File: config.mk
export PLATFORM = sky130hd
export DESIGN_NAME = vpe_rf_writeback
export DESIGN_NICKNAME = d
export VERILOG_FILES = /design/src/rtl/vpe_rf_writeback.sv
export SDC_FILE = /design/constraint.sdc
export NUM_CORES = 1
export LEC_CHECK = 0
export BUFFER_PORTS_ARGS = -buffer_cell sky130_fd_sc_hd__buf_2
export CAP_MARGIN = 20
export CORE_MARGIN = 2
export CORE_UTILIZATION = 60
export DETAILED_ROUTE_END_ITERATION = 10
export PLACE_DENSITY_LB_ADDON = 0.12
export SLEW_MARGIN = 20
export SYNTH_ARGS = -nofsm -noshare
export SYNTH_HDL_FRONTEND = slang
export SYNTH_SLANG_ARGS = --single-unit
export TNS_END_PERCENT = 10
File: constraint.sdc
create_clock -name clk -period 8.04 [get_ports clk]
set_input_delay 1.608 -clock clk [delete_from_list [all_inputs] [get_ports clk]]
set_output_delay 1.608 -clock clk [all_outputs]
set_load 0.02 [all_outputs]
File: src/rtl/vpe_rf_writeback.sv
// -----------------------------------------------------------------------------
// vpe_rf_writeback
//
// Writeback stage between the vector bias adder and the register file.
// Incoming beats are optionally passed through a per-lane ReLU. Each beat's
// write mode is decoded into a byte mask, and the beat is then queued in a
// small FIFO. The head of the FIFO is presented to the register file as a
// valid/ready write request.
//
// The source cannot be stalled. A beat that arrives while the queue is full
// and nothing drains on that edge is dropped, and a sticky overflow flag is
// raised. Completed writes are counted in a free-running wrapping counter.
//
// Ports
//   clk          sole clock, rising edge
//   rst_n        asynchronous active-low reset
//   i_data       eight signed int8 lanes, lane k = bits [8k+7:8k]
//   i_data_v     beat valid (no backpressure)
//   i_en_relu    clamp negative lanes of this beat to zero
//   i_rf_idx     destination register-file entry
//   i_rf_mux     00 full word, 01 lanes 0-3, 10 lanes 4-7, 11 discard
//   i_wr_ready   register file accepts the presented write
//   i_ovf_clr    clear the sticky overflow flag
//   o_wr_en      write request valid (queue not empty)
//   o_wr_addr    head entry address
//   o_wr_data    head entry data
//   o_wr_mask    head entry byte enables
//   o_fifo_cnt   queue occupancy
//   o_overflow   sticky: a valid beat was dropped
//   o_wr_cnt     completed writes, wraps modulo 2^CNT_W
// -----------------------------------------------------------------------------
module vpe_rf_writeback #(
  parameter int FIFO_DEPTH = 4,   // power of two, >= 2
  parameter int CNT_W      = 16
) (
  input  logic                          clk,
  input  logic                          rst_n,
  input  logic [63:0]                   i_data,
  input  logic                          i_data_v,
  input  logic                          i_en_relu,
  input  logic [4:0]                    i_rf_idx,
  input  logic [1:0]                    i_rf_mux,
  input  logic                          i_wr_ready,
  input  logic                          i_ovf_clr,
  output logic                          o_wr_en,
  output logic [4:0]                    o_wr_addr,
  output logic [63:0]                   o_wr_data,
  output logic [7:0]                    o_wr_mask,
  output logic [$clog2(FIFO_DEPTH):0]   o_fifo_cnt,
  output logic                          o_overflow,
  output logic [CNT_W-1:0]              o_wr_cnt
);

  localparam int PTR_W = $clog2(FIFO_DEPTH);
  localparam int OCC_W = PTR_W + 1;

  typedef enum logic [1:0] {
    MUX_FULL    = 2'b00,
    MUX_LO      = 2'b01,
    MUX_HI      = 2'b10,
    MUX_DISCARD = 2'b11
  } rf_mux_e;

  typedef struct packed {
    logic [63:0] data;
    logic [4:0]  idx;
    logic [7:0]  mask;
  } entry_t;

  // ---------------------------------------------------------------------------
  // Input-side transforms
  // ---------------------------------------------------------------------------

  // Lanes with the sign bit set are clamped to zero. Lanes that are already
  // non-negative pass through untouched.
  function automatic logic [63:0] relu_lanes(input logic [63:0] data);
    logic [63:0] res;
    res = data;
    for (int k = 0; k < 8; k++) begin
      if (data[8*k+7]) res[8*k +: 8] = 8'h00;
    end
    return res;
  endfunction

  function automatic logic [7:0] decode_mask(input rf_mux_e mux);
    logic [7:0] mask;
    case (mux)
      MUX_FULL: mask = 8'hFF;
      MUX_LO:   mask = 8'h0F;
      MUX_HI:   mask = 8'hF0;
      default:  mask = 8'h00;   // discard beats never reach the queue
    endcase
    return mask;
  endfunction

  rf_mux_e in_mux;
  entry_t  in_entry;
  logic    in_beat;       // valid beat that wants a queue slot

  always_comb begin
    in_mux         = rf_mux_e'(i_rf_mux);
    in_beat        = i_data_v && (in_mux != MUX_DISCARD);
    in_entry.data  = i_en_relu ? relu_lanes(i_data) : i_data;
    in_entry.idx   = i_rf_idx;
    in_entry.mask  = decode_mask(in_mux);
  end

  // ---------------------------------------------------------------------------
  // Queue state
  // ---------------------------------------------------------------------------
  entry_t             mem_q [FIFO_DEPTH];
  entry_t             mem_d [FIFO_DEPTH];
  logic [PTR_W-1:0]   head_q, head_d;
  logic [PTR_W-1:0]   tail_q, tail_d;
  logic [OCC_W-1:0]   cnt_q,  cnt_d;
  logic               ovf_q,  ovf_d;
  logic [CNT_W-1:0]   wr_cnt_q, wr_cnt_d;

  logic full;
  logic pop;
  logic push;
  logic drop;

  always_comb begin
    // NOTE: every signal driven here gets a default first, so no path leaves
    // it unassigned and no latch is inferred.
    mem_d    = mem_q;
    head_d   = head_q;
    tail_d   = tail_q;
    cnt_d    = cnt_q;
    ovf_d    = ovf_q;
    wr_cnt_d = wr_cnt_q;

    full = (cnt_q == OCC_W'(FIFO_DEPTH));
    pop  = (cnt_q != '0) && i_wr_ready;
    // A full queue still accepts a beat when the head drains on the same edge.
    push = in_beat && (!full || pop);
    drop = in_beat && full && !pop;

    if (push) begin
      mem_d[tail_q] = in_entry;
      tail_d        = tail_q + PTR_W'(1);   // power-of-two depth wraps naturally
    end

    if (pop) begin
      head_d   = head_q + PTR_W'(1);
      wr_cnt_d = wr_cnt_q + CNT_W'(1);
    end

    case ({push, pop})
      2'b10:   cnt_d = cnt_q + OCC_W'(1);
      2'b01:   cnt_d = cnt_q - OCC_W'(1);
      default: cnt_d = cnt_q;
    endcase

    // A drop on the same edge as a clear wins, so that event is not lost.
    if (drop)           ovf_d = 1'b1;
    else if (i_ovf_clr) ovf_d = 1'b0;
  end

  // NOTE: non-blocking assignments for all state, so every flop samples the
  // values from before the edge regardless of statement order.
  always_ff @(posedge clk or negedge rst_n) begin
    if (!rst_n) begin
      head_q   <= '0;
      tail_q   <= '0;
      cnt_q    <= '0;
      ovf_q    <= 1'b0;
      wr_cnt_q <= '0;
    end else begin
      head_q   <= head_d;
      tail_q   <= tail_d;
      cnt_q    <= cnt_d;
      ovf_q    <= ovf_d;
      wr_cnt_q <= wr_cnt_d;
    end
  end

  // NOTE: the entry storage has no reset. An entry is only observed after it
  // has been written, and the outputs are forced to zero while the queue is
  // empty, so stale contents never escape.
  always_ff @(posedge clk) begin
    mem_q <= mem_d;
  end

  // ---------------------------------------------------------------------------
  // Outputs: driven only from registered state, so there is no input-to-output
  // combinational path.
  // ---------------------------------------------------------------------------
  entry_t head_entry;

  always_comb begin
    o_wr_en    = (cnt_q != '0);
    head_entry = o_wr_en ? mem_q[head_q] : '0;
    o_wr_addr  = head_entry.idx;
    o_wr_data  = head_entry.data;
    o_wr_mask  = head_entry.mask;
    o_fifo_cnt = cnt_q;
    o_overflow = ovf_q;
    o_wr_cnt   = wr_cnt_q;
  end

endmodule

* Word level (Yosys, flattened, before mapping)
Cells that the tools add are included.
Widths: inputs -> output; s select.
** Operators by class
- Equality and inequality tests :: 6
- Bitwise logic cells :: 2
- Add/subtract/negate cells :: 5
- Muxes and demuxes :: 20
- Order comparisons :: 3
- Reductions and logical operators :: 13
** Operators by type and width (count)
- $bwmux 308 :: 1
- $mux 77 :: 4
- $bmux 77 s2 :: 1
- $demux 77 s2 :: 1
- $mux 64 :: 1
- $mux 7 :: 8
- $pmux 8 s3 :: 1
- $add 16x1->16 const B :: 1
- $ge 3x3->1 const B :: 2
- $logic_and 1x1->1 :: 6
- $not 2->3 :: 2
- $pmux 3 s2 :: 1
- $add 2x1->2 const B :: 2
- $eq 2x1->1 const B :: 2
- $eq 2x2->1 const B :: 2
- $reduce_bool 2->1 :: 2
- $add 3x1->3 const B :: 1
- $eq 3x3->1 const B :: 1
- $lt 3x1->1 const B :: 1
- $reduce_bool 3->1 :: 1
- $sub 3x1->3 const B :: 1
- $logic_not 1->1 :: 2
- $logic_not 2->1 :: 1
- $mux 1 :: 2
- 2 further kinds :: 2
** Word-level totals
- Bits of input ports :: 77
- Output and inout port bits :: 98
- Register bits after elaboration :: 332
- Logic and storage cells :: 66

* Depth between registers and ports, before layout
- Word-level depth :: 6
- Depth in mapped cells :: 10
- Gate-level depth less buffers :: 9

* Worst setup path before layout
Ideal clock, no wire load.
- Path kind :: input to register
- Start :: input i_wr_ready
- End :: register mem_q[100] (netlist name), enable pin
- Path buffers :: 1
- Library setup time :: 0.437 ns
- Arrival :: 3.763 ns
- Data required time :: 7.603 ns
- Slack :: 3.840 ns
- Cell stages on the path :: 4
- Cells stage by stage :: or4b_1 -> and3_1 -> clkbuf_1 -> and2_1
** Between the ends
- Cells in the longest elaborated chain, start to end :: 3
** RTL lines
- from (decl) :: RTL line 43 : input logic i_wr_ready,
- $logic_and 1x1->1 :: RTL line 135 : pop = (cnt_q != '0) && i_wr_ready;
- $logic_or 1x1->1 :: RTL line 137 : push = in_beat && (!full || pop);
- $logic_and 1x1->1 :: RTL line 137
- to (signal assigned) :: RTL line 183 : mem_q <= mem_d;
- to (decl) :: RTL line 111 : entry_t mem_q [FIFO_DEPTH];
No other way between the ends.
A chain may end at the register's enable or synchronous reset.

* Worst setup path in the final report
- Start :: register head_q[0]
- End :: output o_wr_data[54]
** Between the ends
- Cells in the longest elaborated chain, start to end :: 5
** RTL lines
- from (decl) :: RTL line 113 : logic [PTR_W-1:0] head_q, head_d;
- from (signal assigned) :: RTL line 165 : head_q <= '0;
- from (signal assigned) :: RTL line 171 : head_q <= head_d;
- $not 2->3 (implied by the code) :: RTL line 194 : head_entry = o_wr_en ? mem_q[head_q] : '0;
- $bmux 77 s2 :: RTL line 194
- $mux 77 (implied by the code) (2 in series) :: RTL line 194
- $mux 77 :: RTL line 194
- to (decl) :: RTL line 47 : output logic [63:0] o_wr_data,
No other way between the ends. The select of a mux whose other input is x is not followed.

==> metrics.md <==
| Metric | Value |
|---|---|
| Status | finished, final reports clean |
| Critical register-to-register path endpoint | o_fifo_cnt[2] |
| Launching point of the worst reg2reg path | o_fifo_cnt[0] |
| Library cell used as clock root buffer | clkbuf_16 |
| Wire length of the first global-routing pass | 35.97 mm |
| Post-detailed-route DRC marker count | 0 |
| Clk network pwr share | 0.249 |
| Routed wire length per instance | 20.75 um |
| # H-tree levels | 1 |
| Setup crit end kind | primary output |
| Final critical-path required period | 4.810 ns |
| Vertical extent of the die | 147.4 um |
| Initial antenna violation count | 3 |
| Type of the worst min-delay path | reg -> reg |
| Clk pin slew, worst setup/hold paths | 0.06 ns |
| CP Class | reg -> out |
| Number of DRC violations after detailed-routing iteration 0 | 334 |
| Cell type contributing the most total cell area after synthesis | edfxtp_1 |
| Critical Path RT | 6.43 ns |
| Crit path max fanout | 45 |
| Internal power of the cells | 3617 uW |
| Data arrival time of the critical path | 3.20 ns |
| Fin crit share | 0.5982 |
| Launch point of the worst hold path | o_wr_cnt[15] |
| Number of sinks driven by the clock tree | 308 |
| Leakage power | 0.005227 uW |
| End point of the worst hold path | o_wr_cnt[15] |
| Synthesis-to-layout area growth | 17.31% |
| Summed instance area of the synthesized netlist | 12,340 um^2 |
| Accumulated negative setup slack | 0 ns |
| Ranking of synthesized cells by area | edfxtp_1, mux4_2, and2_1, dfrtp_1, xnor2_1 |
| Post-synthesis register bit count | 308 |
| Most instantiated flip-flop cell in the synthesis netlist | edfxtp_1 |
| Switching pwr | 1775 uW |
| Initial cell density of the core | 0.6097 |
| # setup viols final | 0 |
| Worst-case setup slack after placement | 3.720 ns |
| Aggregate global-route resource usage | 0.2158 |
| Sequential element share of the synthesized area | 0.7400 |
| Area enclosed by the die boundary | 21,720 um^2 |
| # port buffers | 174 |
| Detailed-route via count | 6,244 |
| PostCTS Resize Cnt | 0 |
| Number of top-level pins | 175 |
| Share of final-layout standard cells stronger than drive strength 1 | 0.3671 |
| Worst supply voltage drop on vdd | 0.2696 mV |
| Relative contribution of sequential cells to total power | 0.419 |
| Final count of hold timing violations | 0 |
| Yosys warning count | 0 |
| Routed Antenna Nets | 0 |
| Clock buffers created by TritonCTS | 30 |
| Vias in the first global route | 6,675 |
| Number of max-capacitance violations reported | 0 |
| Horizontal die dimension | 147.4 um |
| Net count of the mapped netlist | 720 |
| Crit start category | register |
| Clock tree from TritonCTS | yes |
| Clock Tree Buf Depth | 3 |
| Worst-case headroom to the max-slew limit | 0.2559 |
| Detailed-route wire length | 23.04 mm |
| Std cell rows | 52 |
| Setup Fix Bufs, Post-CTS | 0 |
| Post-synthesis async set-or-reset flop share | 0.07792 |
| Commonest non-fill, non-tap cell in the layout | edfxtp_1 |
| Unrepaired setup endpoints after global routing | no |
| Iteration count of the initial detailed-routing pass | 5 |
| Final Max Tran Viols | 0 |
| CORE AREA | 20,230 um^2 |
| Worst-Skew Late Latency | 0.55 ns |
| Total Nets Final | 899 |
| Via count normalized by instance count | 5.625 |
| Post-synthesis cell type count | 29 |
| Gate count after technology mapping | 636 |
| Congestion Overflow GR | 0 |
| Fmax | 207.9 MHz |
| Crit path setup slack, layout | 3.230 ns |
| Maximum number of pins on one net before global-route repair | 73 |
| Half-perimeter wire length of the detailed placement result | 13.10 mm |
| Power per cell area | 372.6 nW/um^2 |
| Hold Path Stages | 1 |
| Proportion of netlist area held by the largest area contributor | 0.6913 |
| Top library cells by usage in the layout, fill and taps aside | edfxtp_1, buf_2, and2_1 |
| Actual slew at the worst max-slew pin | 1.116 ns |
| Combinational share of power | 0.331 |
| Worst reg2reg path depth | 9 |
| Post-cts hold buffer count | 0 |
| Count of flip-flops with a built-in enable after synthesis | 284 |
| Register-to-Register Setup Slack | 5.46 ns |
| Switching fraction of total power | 0.3292 |
| Mean Syn Cell Area | 19.40 um^2 |
| Placer Congestion | 0.7440 |
| Clk_skew | 0.01898 ns |
synth_stat cells (3+ instances only):
cell	instances
xor2_1	4
nand4_1	3
nor2_1	5
buf_4	6
clkbuf_1	17
xnor2_1	17
inv_1	10
and3_1	4
and2_1	131
mux4_2	71
edfxtp_1	284
nand3_1	6
nor2b_1	8
nand2_1	19
dfrtp_1	24
buf_2	9
ha_1	6
area by class of cell:
| cell class | count | area, um^2 |
|---|---|---|
| Fill cell | 1272 | 5762 |
| Multi-Input combinational cell | 284 | 3010 |
| Tap cell | 270 | 337.8 |
| Timing Repair Buffer | 180 | 973.4 |
| Clock inverter | 5 | 27.53 |
| Inverter | 11 | 43.79 |
| Sequential cell | 308 | 9136 |
| Clock buffer | 51 | 940.9 |
| Antenna cell | 1 | 2.502 |
power by group through the flow:
stage          Sequential (uW)  Combinational, uW  Clock [uW]
6_report                  2260               1790        1350
4_1_cts                   2280               1790        1370
2_1_floorplan             2160               1360           0
3_5_place_dp              2310               1770           0
3_3_place_gp              2290               1750           0
5_1_grt                   2300               1910        1430
worst max-delay path, cell delays in order (launching register included):
cell,delay (ns)
dfrtp_4,1.01
buf_4,0.65
mux4_2,0.60
and2_1,0.19
buf_2,0.16
cell families after synthesis:
family / Yosys count / share of synthesized area
buf+inv: 44 / 0.01694
compound gates: 3 / 0.002637
xor+xnor: 21 / 0.01491
flops: 308 / 0.7400
mux: 72 / 0.1304
fa+ha+maj: 7 / 0.007708
simple gates: 181 / 0.08743
registers in the layout (all words and copies together), names as in the netlist:
signal      flops
mem_q         284
o_wr_cnt       16
o_fifo_cnt      3
head_q          2
tail_q          2
o_overflow      1
stage by stage:
stage               hold WS, ns  cells    util  total power (uW)  area (um^2)
floorplan                0.5796    636       -              3523        12340
CTS                      0.4787   1105  0.7108              5434        14380
global placement         0.4553   1049  0.6629              4048        13410
detailed placement       0.4682   1049  0.6629              4079        13410
finish                   0.4751   1110  0.7152              5392        14470
global route             0.5000   1110  0.7152              5641        14470
worst max-delay path by stage:
stage	from	endpoint	cells past startpoint
2_1_floorplan	i_wr_ready	mem_q[100]	4
3_3_place_gp	head_q[0]	o_wr_data[28]	4
3_5_place_dp	head_q[0]	o_wr_data[47]	4
4_1_cts	head_q[0]	o_wr_data[54]	4
5_1_grt	head_q[0]	o_wr_data[63]	4
6_report	head_q[0]	o_wr_data[54]	4
layer usage:
metal / up-vias / track usage / share of wire / routed length (um)
met2: 218 / 0.3717 / 0.50 / 11620
met1: 3166 / 0.2900 / 0.40 / 9304
met4: 4 / 0.05817 / 0.028 / 640
met5: - / 0 / 0.0012 / 27
li1: 2805 / - / - / -
met3: 51 / 0.03951 / 0.063 / 1441
Power figures use the tool's default switching activity.
